File: src/rtl/cpu_pkg.sv
// Shared definitions for the 16-bit CPU control-flow path.
//   br_op_t : control-flow opcode encodings presented by decode
//   state_t : branch unit sequencing states
//   PC_W    : program counter width
//   branch_target() : PC-relative target, offset counted in 16-bit words
package cpu_pkg;

  localparam int unsigned PC_W = 16;

  typedef enum logic [2:0] {
    BR_NOP  = 3'b000,
    BR_BEQ  = 3'b001,
    BR_BNE  = 3'b010,
    BR_BEZ  = 3'b011,
    BR_BNZ  = 3'b100,
    BR_J    = 3'b101,
    BR_HALT = 3'b110,
    BR_RSVD = 3'b111
  } br_op_t;

  typedef enum logic [1:0] {
    ST_RUN,
    ST_FLUSH,
    ST_HALT
  } state_t;

  // Sign-extend the word offset, scale to bytes, add modulo 2^16.
  function automatic logic [PC_W-1:0] branch_target(input logic [PC_W-1:0] pc_next,
                                                    input logic [7:0]      offset);
    return pc_next + {{7{offset[7]}}, offset, 1'b0};
  endfunction

endpackage

File: src/rtl/branch_unit_if.sv
// Decode/fetch <-> branch unit bundle.
//   Requests (decode -> unit): br_valid, br_op, rs, rt, offset, jtarget
//   Status   (unit -> fetch) : pc, flush, taken, halted, taken_count
// master: decode/fetch side, slave: branch unit.
interface branch_unit_if;
  import cpu_pkg::*;

  logic            br_valid;
  br_op_t          br_op;
  logic [PC_W-1:0] rs;
  logic [PC_W-1:0] rt;
  logic [7:0]      offset;
  logic [11:0]     jtarget;

  logic [PC_W-1:0] pc;
  logic            flush;
  logic            taken;
  logic            halted;
  logic [PC_W-1:0] taken_count;

  modport master (
    output br_valid, br_op, rs, rt, offset, jtarget,
    input  pc, flush, taken, halted, taken_count
  );

  modport slave (
    input  br_valid, br_op, rs, rt, offset, jtarget,
    output pc, flush, taken, halted, taken_count
  );

endinterface

File: src/rtl/branch_cond.sv
// Combinational branch/jump resolution.
//   br_op, rs, rt, offset, jtarget : decoded request fields
//   pc_next                        : sequential successor of the current PC
//   take                           : request redirects control flow
//   target                         : redirect address (branch or jump form)
// BEZ/BNZ test the whole rt word so any non-zero SLT result counts as true.
module branch_cond
  import cpu_pkg::*;
(
  input  br_op_t          br_op,
  input  logic [PC_W-1:0] rs,
  input  logic [PC_W-1:0] rt,
  input  logic [7:0]      offset,
  input  logic [11:0]     jtarget,
  input  logic [PC_W-1:0] pc_next,
  output logic            take,
  output logic [PC_W-1:0] target
);

  always_comb begin
    take   = 1'b0;
    target = branch_target(pc_next, offset);
    case (br_op)
      BR_BEQ: take = (rs == rt);
      BR_BNE: take = (rs != rt);
      BR_BEZ: take = (rt == '0);
      BR_BNZ: take = (rt != '0);
      BR_J: begin
        take   = 1'b1;
        target = {pc_next[PC_W-1:PC_W-3], jtarget, 1'b0};
      end
      default: take = 1'b0;
    endcase
  end

endmodule

File: src/rtl/branch_unit.sv
// Branch unit: owns the fetch PC and resolves control flow from decode.
//   clk, reset : clock, asynchronous active-high reset
//   stall_i    : freezes PC and sequencing
//   bus        : request fields in, pc/flush/taken/halted/taken_count out
// A taken branch or jump enters FLUSH for one unstalled cycle so the
// wrong-path instruction in fetch/decode is discarded. HALT is terminal
// until reset.
module branch_unit
  import cpu_pkg::*;
#(
  parameter logic [PC_W-1:0] RESET_PC = 16'h0000,
  parameter int unsigned     PC_STEP  = 2
) (
  input  logic           clk,
  input  logic           reset,
  input  logic           stall_i,
  branch_unit_if.slave   bus
);

  localparam logic [PC_W-1:0] PC_INC = PC_W'(PC_STEP);

  state_t          state_q, state_d;
  logic [PC_W-1:0] pc_q, pc_d;
  logic            flush_q, flush_d;
  logic            taken_q, taken_d;
  logic            halted_q, halted_d;
  logic [PC_W-1:0] count_q, count_d;

  logic [PC_W-1:0] pc_next;
  logic            take;
  logic [PC_W-1:0] target;

  assign pc_next = pc_q + PC_INC;

  branch_cond u_cond (
    .br_op   (bus.br_op),
    .rs      (bus.rs),
    .rt      (bus.rt),
    .offset  (bus.offset),
    .jtarget (bus.jtarget),
    .pc_next (pc_next),
    .take    (take),
    .target  (target)
  );

  always_comb begin
    state_d = state_q;
    pc_d    = pc_q;
    taken_d = 1'b0;
    count_d = count_q;
    case (state_q)
      ST_RUN: begin
        if (!stall_i) begin
          if (bus.br_valid && take) begin
            pc_d    = target;
            state_d = ST_FLUSH;
            taken_d = 1'b1;
            count_d = (count_q == '1) ? count_q : count_q + 1'b1;
          end else if (bus.br_valid && bus.br_op == BR_HALT) begin
            state_d = ST_HALT;
          end else begin
            pc_d = pc_next;
          end
        end
      end
      ST_FLUSH: begin
        if (!stall_i) begin
          pc_d    = pc_next;
          state_d = ST_RUN;
        end
      end
      ST_HALT: pc_d = pc_q;
      default: state_d = ST_RUN;
    endcase
    // Moore outputs registered from the next state so they line up with state_q.
    flush_d  = (state_d == ST_FLUSH);
    halted_d = (state_d == ST_HALT);
  end

  always_ff @(posedge clk or posedge reset) begin
    if (reset) begin
      state_q  <= ST_RUN;
      pc_q     <= RESET_PC;
      flush_q  <= 1'b0;
      taken_q  <= 1'b0;
      halted_q <= 1'b0;
      count_q  <= '0;
    end else begin
      state_q  <= state_d;
      pc_q     <= pc_d;
      flush_q  <= flush_d;
      taken_q  <= taken_d;
      halted_q <= halted_d;
      count_q  <= count_d;
    end
  end

  assign bus.pc          = pc_q;
  assign bus.flush       = flush_q;
  assign bus.taken       = taken_q;
  assign bus.halted      = halted_q;
  assign bus.taken_count = count_q;

endmodule

File: src/flat_wrapper.sv
// flat-port wrapper written by rule: the top's interface ports become plain ports
module branch_unit_flat import cpu_pkg::*;
#(
  parameter logic [PC_W-1:0] RESET_PC = 16'h0000,
  parameter int unsigned     PC_STEP  = 2
)
  (clk, reset, stall_i, bus_br_valid, bus_br_op, bus_rs, bus_rt, bus_offset, bus_jtarget, bus_pc, bus_flush, bus_taken, bus_halted, bus_taken_count);
  branch_unit_if bus_i ();
  input  logic clk;
  input  logic reset;
  input  logic stall_i;
  input wire logic [$bits(bus_i.br_valid)-1:0] bus_br_valid;
  input wire logic [$bits(bus_i.br_op)-1:0] bus_br_op;
  input wire logic [$bits(bus_i.rs)-1:0] bus_rs;
  input wire logic [$bits(bus_i.rt)-1:0] bus_rt;
  input wire logic [$bits(bus_i.offset)-1:0] bus_offset;
  input wire logic [$bits(bus_i.jtarget)-1:0] bus_jtarget;
  output wire logic [$bits(bus_i.pc)-1:0] bus_pc;
  output wire logic [$bits(bus_i.flush)-1:0] bus_flush;
  output wire logic [$bits(bus_i.taken)-1:0] bus_taken;
  output wire logic [$bits(bus_i.halted)-1:0] bus_halted;
  output wire logic [$bits(bus_i.taken_count)-1:0] bus_taken_count;
  assign bus_i.br_valid = bus_br_valid;
  assign bus_i.br_op = bus_br_op;
  assign bus_i.rs = bus_rs;
  assign bus_i.rt = bus_rt;
  assign bus_i.offset = bus_offset;
  assign bus_i.jtarget = bus_jtarget;
  assign bus_pc = bus_i.pc;
  assign bus_flush = bus_i.flush;
  assign bus_taken = bus_i.taken;
  assign bus_halted = bus_i.halted;
  assign bus_taken_count = bus_i.taken_count;
  branch_unit #(.RESET_PC(RESET_PC), .PC_STEP(PC_STEP)) u_core (.clk(clk), .reset(reset), .stall_i(stall_i), .bus(bus_i));
endmodule
File: config.mk
export PLATFORM = sky130hd
export DESIGN_NAME = branch_unit_flat
export DESIGN_NICKNAME = d
export VERILOG_FILES = /design/src/rtl/cpu_pkg.sv /design/src/rtl/branch_unit_if.sv /design/src/rtl/branch_cond.sv /design/src/rtl/branch_unit.sv /design/src/flat_wrapper.sv
export SDC_FILE = /design/constraint.sdc
export NUM_CORES = 1
export LEC_CHECK = 0
export CAP_MARGIN = 20
export CORE_MARGIN = 10
export CORE_UTILIZATION = 35
export DETAILED_ROUTE_END_ITERATION = 7
export SLEW_MARGIN = 5
export SYNTH_ARGS = -nofsm -noshare
export SYNTH_HDL_FRONTEND = slang
export SYNTH_SLANG_ARGS = --single-unit
File: constraint.sdc
create_clock -name clk -period 4.9 [get_ports clk]
set_input_delay 0.98 -clock clk [delete_from_list [all_inputs] [get_ports clk]]
set_output_delay 0.98 -clock clk [all_outputs]
set_load 0.05 [all_outputs]
==> metrics.md, run 1 <==
| Metric | Value |
|---|---|
| Initial antenna violation count | 0 |
| Crit share post-route | 0.767 |
| Ordered list of cells on the worst path | clkdlybuf4s50_1 -> ha_1 -> fa_1 -> a21o_1 -> a211o_1 -> o311a_1 -> or3_1 -> and3_4 -> o31ai_1 -> o221ai_1 |
| Antenna diode count | 0 |
| Worst slack, placed | 848 ps |
| Largest net degree at the start of global routing | 37 |
| Worst Path Buf+Inv | 1 |
| Final min period | 3760 ps |
| FF-to-FF path depth | 12 |
| RePlAce Congestion | 0.815 |
| Share of layout cells above drive strength 1 | 0.0504 |
| Layout Area Growth over Synthesis | 37.6% |
| Worst-path maximum fanout | 3 |
| Most common cell after layout, fill and taps aside | clkdlybuf4s50_1 |
| Crit Path Class | input pin to register |
| Starting Density | 0.355 |
| Routed vias | 3004 |
| Slew @ Worst Pin | 800 ps |
| Max-Cap Viols | 0 |
| Final clock skew | 8.08 ps |
| Net Count, Synth | 438 |
| Final Hold Vio Count | 0 |
| Count of different cell masters after synthesis | 63 |
| Number of synthesized flops with an enable pin | 0 |
| Hold-fix buffers, CTS | 0 |
| Root buffer cell | clkbuf_8 |
| PostCTS Resize Cnt | 0 |
| Grt total ovfl | 0 |
| Gate Count Post-Synth | 362 |
| R2R Setup Slk | 1190 ps |
| Setup Fix Bufs, Post-CTS | 0 |
| WP data required | 5060 ps |
| Die footprint | 0.0129 sq mm |
| Vias in the first global route | 3055 |
| Clock buffer depth | 2 |
| DRT Pass-1 Iters | 4 |
| Avg WL per Cell | 16.9 um |
| RSZ-0062 raised after global routing | false |
| Routed wire length | 9.51 mm |
| Maximum vdd drop | 0.000322 V |
| Die H | 114 um |
| Avg Cell Area, Syn | 8.47 sq um |
| Crit path depth | 10 |
| Hold Path Class | register to register |
| Hold Crit Start | u_core.bus.taken_count[7] |
| Clk Latency, worst-skew pair | 290 ps |
| Worst r2r src | u_core.bus.pc[3] |
| Cell family with most CP delay | compound AO/OA/AOI/OAI gates |
| DRC | 0 |
| Fill count | 848 |
| All-Layer GR Usage | 0.144 |
| Status | completed |
| Fin worst setup slack | 1140 ps |
| HPWL Detailed | 7.38 mm |
| Synth Flop Type | dfrtp_1 |
| Crit. End Element | register |
| Setup TNS | 0 ps |
| Yosys warning count | 0 |
| Worst EP arrival | 3920 ps |
| Crit path launch | bus_offset[0] |
| Clock transition at path regs | 90 ps |
| CTS Sinks | 36 |
| Post-synthesis async set-or-reset flop share | 1.00 |
| Ports | 94 |
| CTS tree | built |
| Worst rel slew slack | 0.453 |
| Most frequent cells in the layout | 92 x clkdlybuf4s50_1, 36 x dfrtp_1, 35 x xnor2_1 |
| CTS Buf Count | 5 |
| Setup crit end | u_core.bus.pc[15] |
| CP peak stage delay | 410 ps |
| Die width | 114 um |
| PwrDens | 509 mW/mm^2 |
| CP Launch Type | input pin |
| Core box area | 0.00864 sq mm |
| Sequential area share after synthesis | 0.294 |
| Reg-to-Reg End | u_core.bus.pc[15] |
| Peak Freq | 266 MHz |
| Max-slew violations | 0 |
| Via-per-instance ratio | 5.33 |
| Initial DRC count | 181 |
| H-tree depth | 2 |
| Antenna Nets Post-Route | 0 |
| Setup violations, final | 0 |
| Leakage | 1.74 nW |
| Slowest CP cell | clkdlybuf4s50_1 |
| # rows | 34 |
| First-pass GRT wire length | 15.5 mm |
| I/O Buffers | 92 |
| Area of the mapped netlist | 0.00307 sq mm |
| #FFs+latches synth | 36 |
| Final-stage net count | 531 |
final cells by class:
cell class / count / area, sq um / share of cell area
Clock buffer: 5 / 68.8 / 0.0163
Clock inverter: 3 / 42.5 / 0.0101
Inverter: 15 / 56.3 / 0.0133
Multi-Input combinational cell: 301 / 2070 / 0.490
Sequential cell: 36 / 901 / 0.213
Tap cell: 108 / 135 / 0.0320
Timing Repair Buffer: 96 / 951 / 0.225
power by group:
part / switching (W) / total (W) / internal, W / leakage, nW
sequential: 0.000131 / 0.000508 / 0.000377 / 0.454
combinational: 0.000788 / 0.00137 / 0.000577 / 1.23
clock: 0.000124 / 0.000275 / 0.000151 / 0.0541
worst min path at each step:
stage | depth (start not counted) | slack [ps] | to
2_1_floorplan | 1 | 460 | u_core.bus.halted
3_5_place_dp | 1 | 490 | u_core.bus.taken_count[7]
3_3_place_gp | 1 | 490 | u_core.bus.taken_count[9]
6_report | 1 | 500 | u_core.bus.taken_count[7]
5_1_grt | 1 | 530 | u_core.bus.taken_count[9]
4_1_cts | 1 | 510 | u_core.bus.taken_count[7]
synth_stat cells, types with 6 or more instances:
master / n / share of area
a21oi_1: 16 / 0.026
and2_1: 7 / 0.014
and3_1: 7 / 0.014
clkbuf_1: 7 / 0.0086
dfrtp_1: 36 / 0.29
ha_1: 16 / 0.065
inv_1: 14 / 0.017
mux2i_1: 6 / 0.020
nand2_1: 26 / 0.032
nand3_1: 20 / 0.033
nand4_1: 12 / 0.024
nor2_1: 33 / 0.040
nor3_1: 8 / 0.013
nor4_1: 12 / 0.024
o21ai_0: 6 / 0.0098
o21ai_1: 8 / 0.013
o31ai_1: 6 / 0.015
xnor2_1: 35 / 0.10
xor2_1: 17 / 0.049
cells by family after synthesis:
family,after synthesis,share of synthesized area
compound gates,73,0.163
xor+xnor,52,0.148
fa+ha+maj,17,0.0718
buf+inv,25,0.0326
flops,36,0.294
mux,7,0.0232
other cells,1,0.00122
simple gates,151,0.266
routing by layer:
layer,global-route usage,wire length (um)
met4,0.0161,27
met3,0.0436,613
met5,0,0
met1,0.181,4320
met2,0.242,4560
state kept, by name, summed over array words and instances, names as in the netlist:
signal,cells
u_core.state_q,2
u_core.bus.taken,1
u_core.bus.halted,1
u_core.bus.taken_count,16
u_core.bus.flush,1
u_core.bus.pc,15
metrics by stage:
stage	std cells	area, sq um	util	hold slack, ps	power [W]
finish	564	4220	0.489	501	0.00215
global route	564	4220	0.489	532	0.00231
CTS	564	4220	0.489	507	0.00216
detailed placement	556	4110	0.476	485	0.00187
global placement	556	4110	0.476	486	0.00186
floorplan	362	3070	-	464	0.00148
(Power assumes the default switching activity.)
==> run 2, diff against run 1 <==
Settings changed: PLACE_DENSITY from default to 0.65.
Clock period 4.9 ns to 3.3 ns, I/O delays scaled along.
==> run 2 against run 1 <==
Compared with the run above:
- worst setup slack worse by 1000 ps
- register-to-register slack worse by 1100 ps
- critical endpoint unchanged
- clock skew increased by 1.9 ps
- non-clock buffer count rose by 30
==> metrics.md, run 2 (same netlist as run 1, synthesis figures left out) <==
| Metric | Value |
|---|---|
| H-tree depth | 2 |
| CTS Buf Count | 5 |
| FF-to-FF path depth | 11 |
| CP peak stage delay | 420 ps |
| Root buffer cell | clkbuf_8 |
| Slew @ Worst Pin | 546 ps |
| HPWL Detailed | 7.79 mm |
| Peak Freq | 312 MHz |
| Worst EP arrival | 3410 ps |
| Fill count | 813 |
| Routed vias | 3155 |
| Share of layout cells above drive strength 1 | 0.148 |
| All-Layer GR Usage | 0.147 |
| WP data required | 3510 ps |
| # rows | 34 |
| Worst rel slew slack | 0.634 |
| Die width | 114 um |
| Most frequent cells in the layout | 91 x clkdlybuf4s50_1, 34 x xnor2_1, 33 x nor2_1, 33 x buf_4, 31 x dfrtp_1 |
| Worst-path maximum fanout | 5 |
| Fin worst setup slack | 97.7 ps |
| Grt total ovfl | 0 |
| Max-slew violations | 0 |
| Status | completed |
| CP Launch Type | register |
| Clk Latency, worst-skew pair | 300 ps |
| First-pass GRT wire length | 15.9 mm |
| Via-per-instance ratio | 5.31 |
| RePlAce Congestion | 0.891 |
| Sequential Area | 907 sq um |
| CTS tree | built |
| Crit Path Class | register to register |
| Most common cell after layout, fill and taps aside | clkdlybuf4s50_1 |
| Final-stage net count | 561 |
| Maximum vdd drop | 0.000415 V |
| Final Hold Vio Count | 0 |
| Starting Density | 0.355 |
| Final min period | 3200 ps |
| Setup violations, final | 0 |
| Antenna diode count | 0 |
| DRT Pass-1 Iters | 5 |
| Die H | 114 um |
| Avg WL per Cell | 16.8 um |
| Worst path most repeated cell | or3_4 |
| Clock transition at path regs | 80 ps |
| Final clock skew | 9.99 ps |
| Ordered list of cells on the worst path | ha_4 -> nand3_2 -> xnor2_1 -> ha_1 -> and3_1 -> a211o_1 -> o311a_1 -> or3_4 -> and3_4 -> or3_4 -> o221ai_2 |
| Vias in the first global route | 3181 |
| Largest net degree at the start of global routing | 37 |
| Footprint of the multi-input gates | 0.00217 sq mm |
| Core box area | 0.00864 sq mm |
| Leakage | 1.90 nW |
| Max reg flops | 16 |
| Initial antenna violation count | 0 |
| CTS Sinks | 36 |
| Ports | 94 |
| Max-Cap Viols | 0 |
| Cell depth of the worst hold path | 1 |
| Final non-filler cell area | 0.00455 sq mm |
| Slowest CP cell | dfrtp_2 |
| Worst slack, placed | -417 ps |
| DRC | 0 |
| PwrDens | 768 mW/mm^2 |
| Routed wire length | 10.0 mm |
| Initial DRC count | 144 |
| Hold Path Class | register to register |
| I/O Buffers | 92 |
| Die footprint | 0.0129 sq mm |
| Crit. End Element | register |
| Pwr Total | 0.00349 W |
| Clock buffer depth | 2 |
| Antenna Nets Post-Route | 0 |
| Crit share post-route | 0.970 |
| Layout Area Growth over Synthesis | 48.2% |
| Placed inst area | 0.00435 sq mm |
run 2: changes by cell type in the layout (fill, tap and decap cells not counted), sizes merged:
cell	change
clkdlybuf4s50	-1
buf	+30
clkinvlp	+1
bufinv	-1
dlymetal6s2s	+1
run 2: critical path: cells and delay by family (launching register included):
family	cells	cell delay [ps]
AO/OA/AOI/OAI	3	770
XOR/XNOR	1	180
adder cells (fa/ha/maj)	2	500
flip-flops	1	420
AND/OR/NAND/NOR	5	1260
run 2: per-layer routing:
metal	routed length (um)	vias to the layer above	share of wire	track usage
met2	4910	90	0.49	0.258
met1	4360	1491	0.44	0.174
met5	0	-	0	0
met4	55	0	0.0055	0.0237
met3	677	6	0.068	0.0446
li1	-	1568	-	-
run 2: path summary, 6_finish.rpt:
check / startpoint / to / slack [ps]
max in group asynchronous: reset / u_core.bus.pc[2] / 2150
worst min register to register: u_core.bus.taken_count[9] / u_core.bus.taken_count[9] / 500
min in group asynchronous: reset / u_core.bus.taken / 770
worst min-delay path: u_core.bus.taken_count[9] / u_core.bus.taken_count[9] / 500
worst max register to register: u_core.bus.pc[2] / u_core.bus.pc[15] / 100
worst max-delay path: u_core.bus.pc[2] / u_core.bus.pc[15] / 100
run 2: report_power, final:
| group | internal (W) | leakage (nW) | switching, W | total, W |
|---|---|---|---|---|
| Combinational | 0.00109 | 1.41 | 0.00132 | 0.00241 |
| Sequential | 0.000567 | 0.448 | 0.000175 | 0.000741 |
| Clock | 0.000150 | 0.0404 | 0.000190 | 0.000340 |
run 2: layout make-up:
type	instances	area share
clock buffer	5	0.0151
clock inverter	3	0.00523
inverter	15	0.0124
multi-input combinational	301	0.476
sequential	36	0.199
tap	108	0.0297
timing repair buffer	126	0.262
run 2: per-stage QoR:
stage	utilization	cells	hold WS, ps	setup TNS [ps]
final	0.527	594	505	0
after detailed placement	0.503	580	489	-417
after CTS	0.517	591	509	0
after floorplan	-	362	464	0
after global routing	0.527	594	531	-33.9
after global placement	0.503	580	491	-404
run 2: repair_timing:
action	4_1_cts	5_1_grt
buffers inserted	3	3
setup endpoints to repair	1	2
pin swaps	3	9
hold buffers	0	0
gates resized for setup	1	10
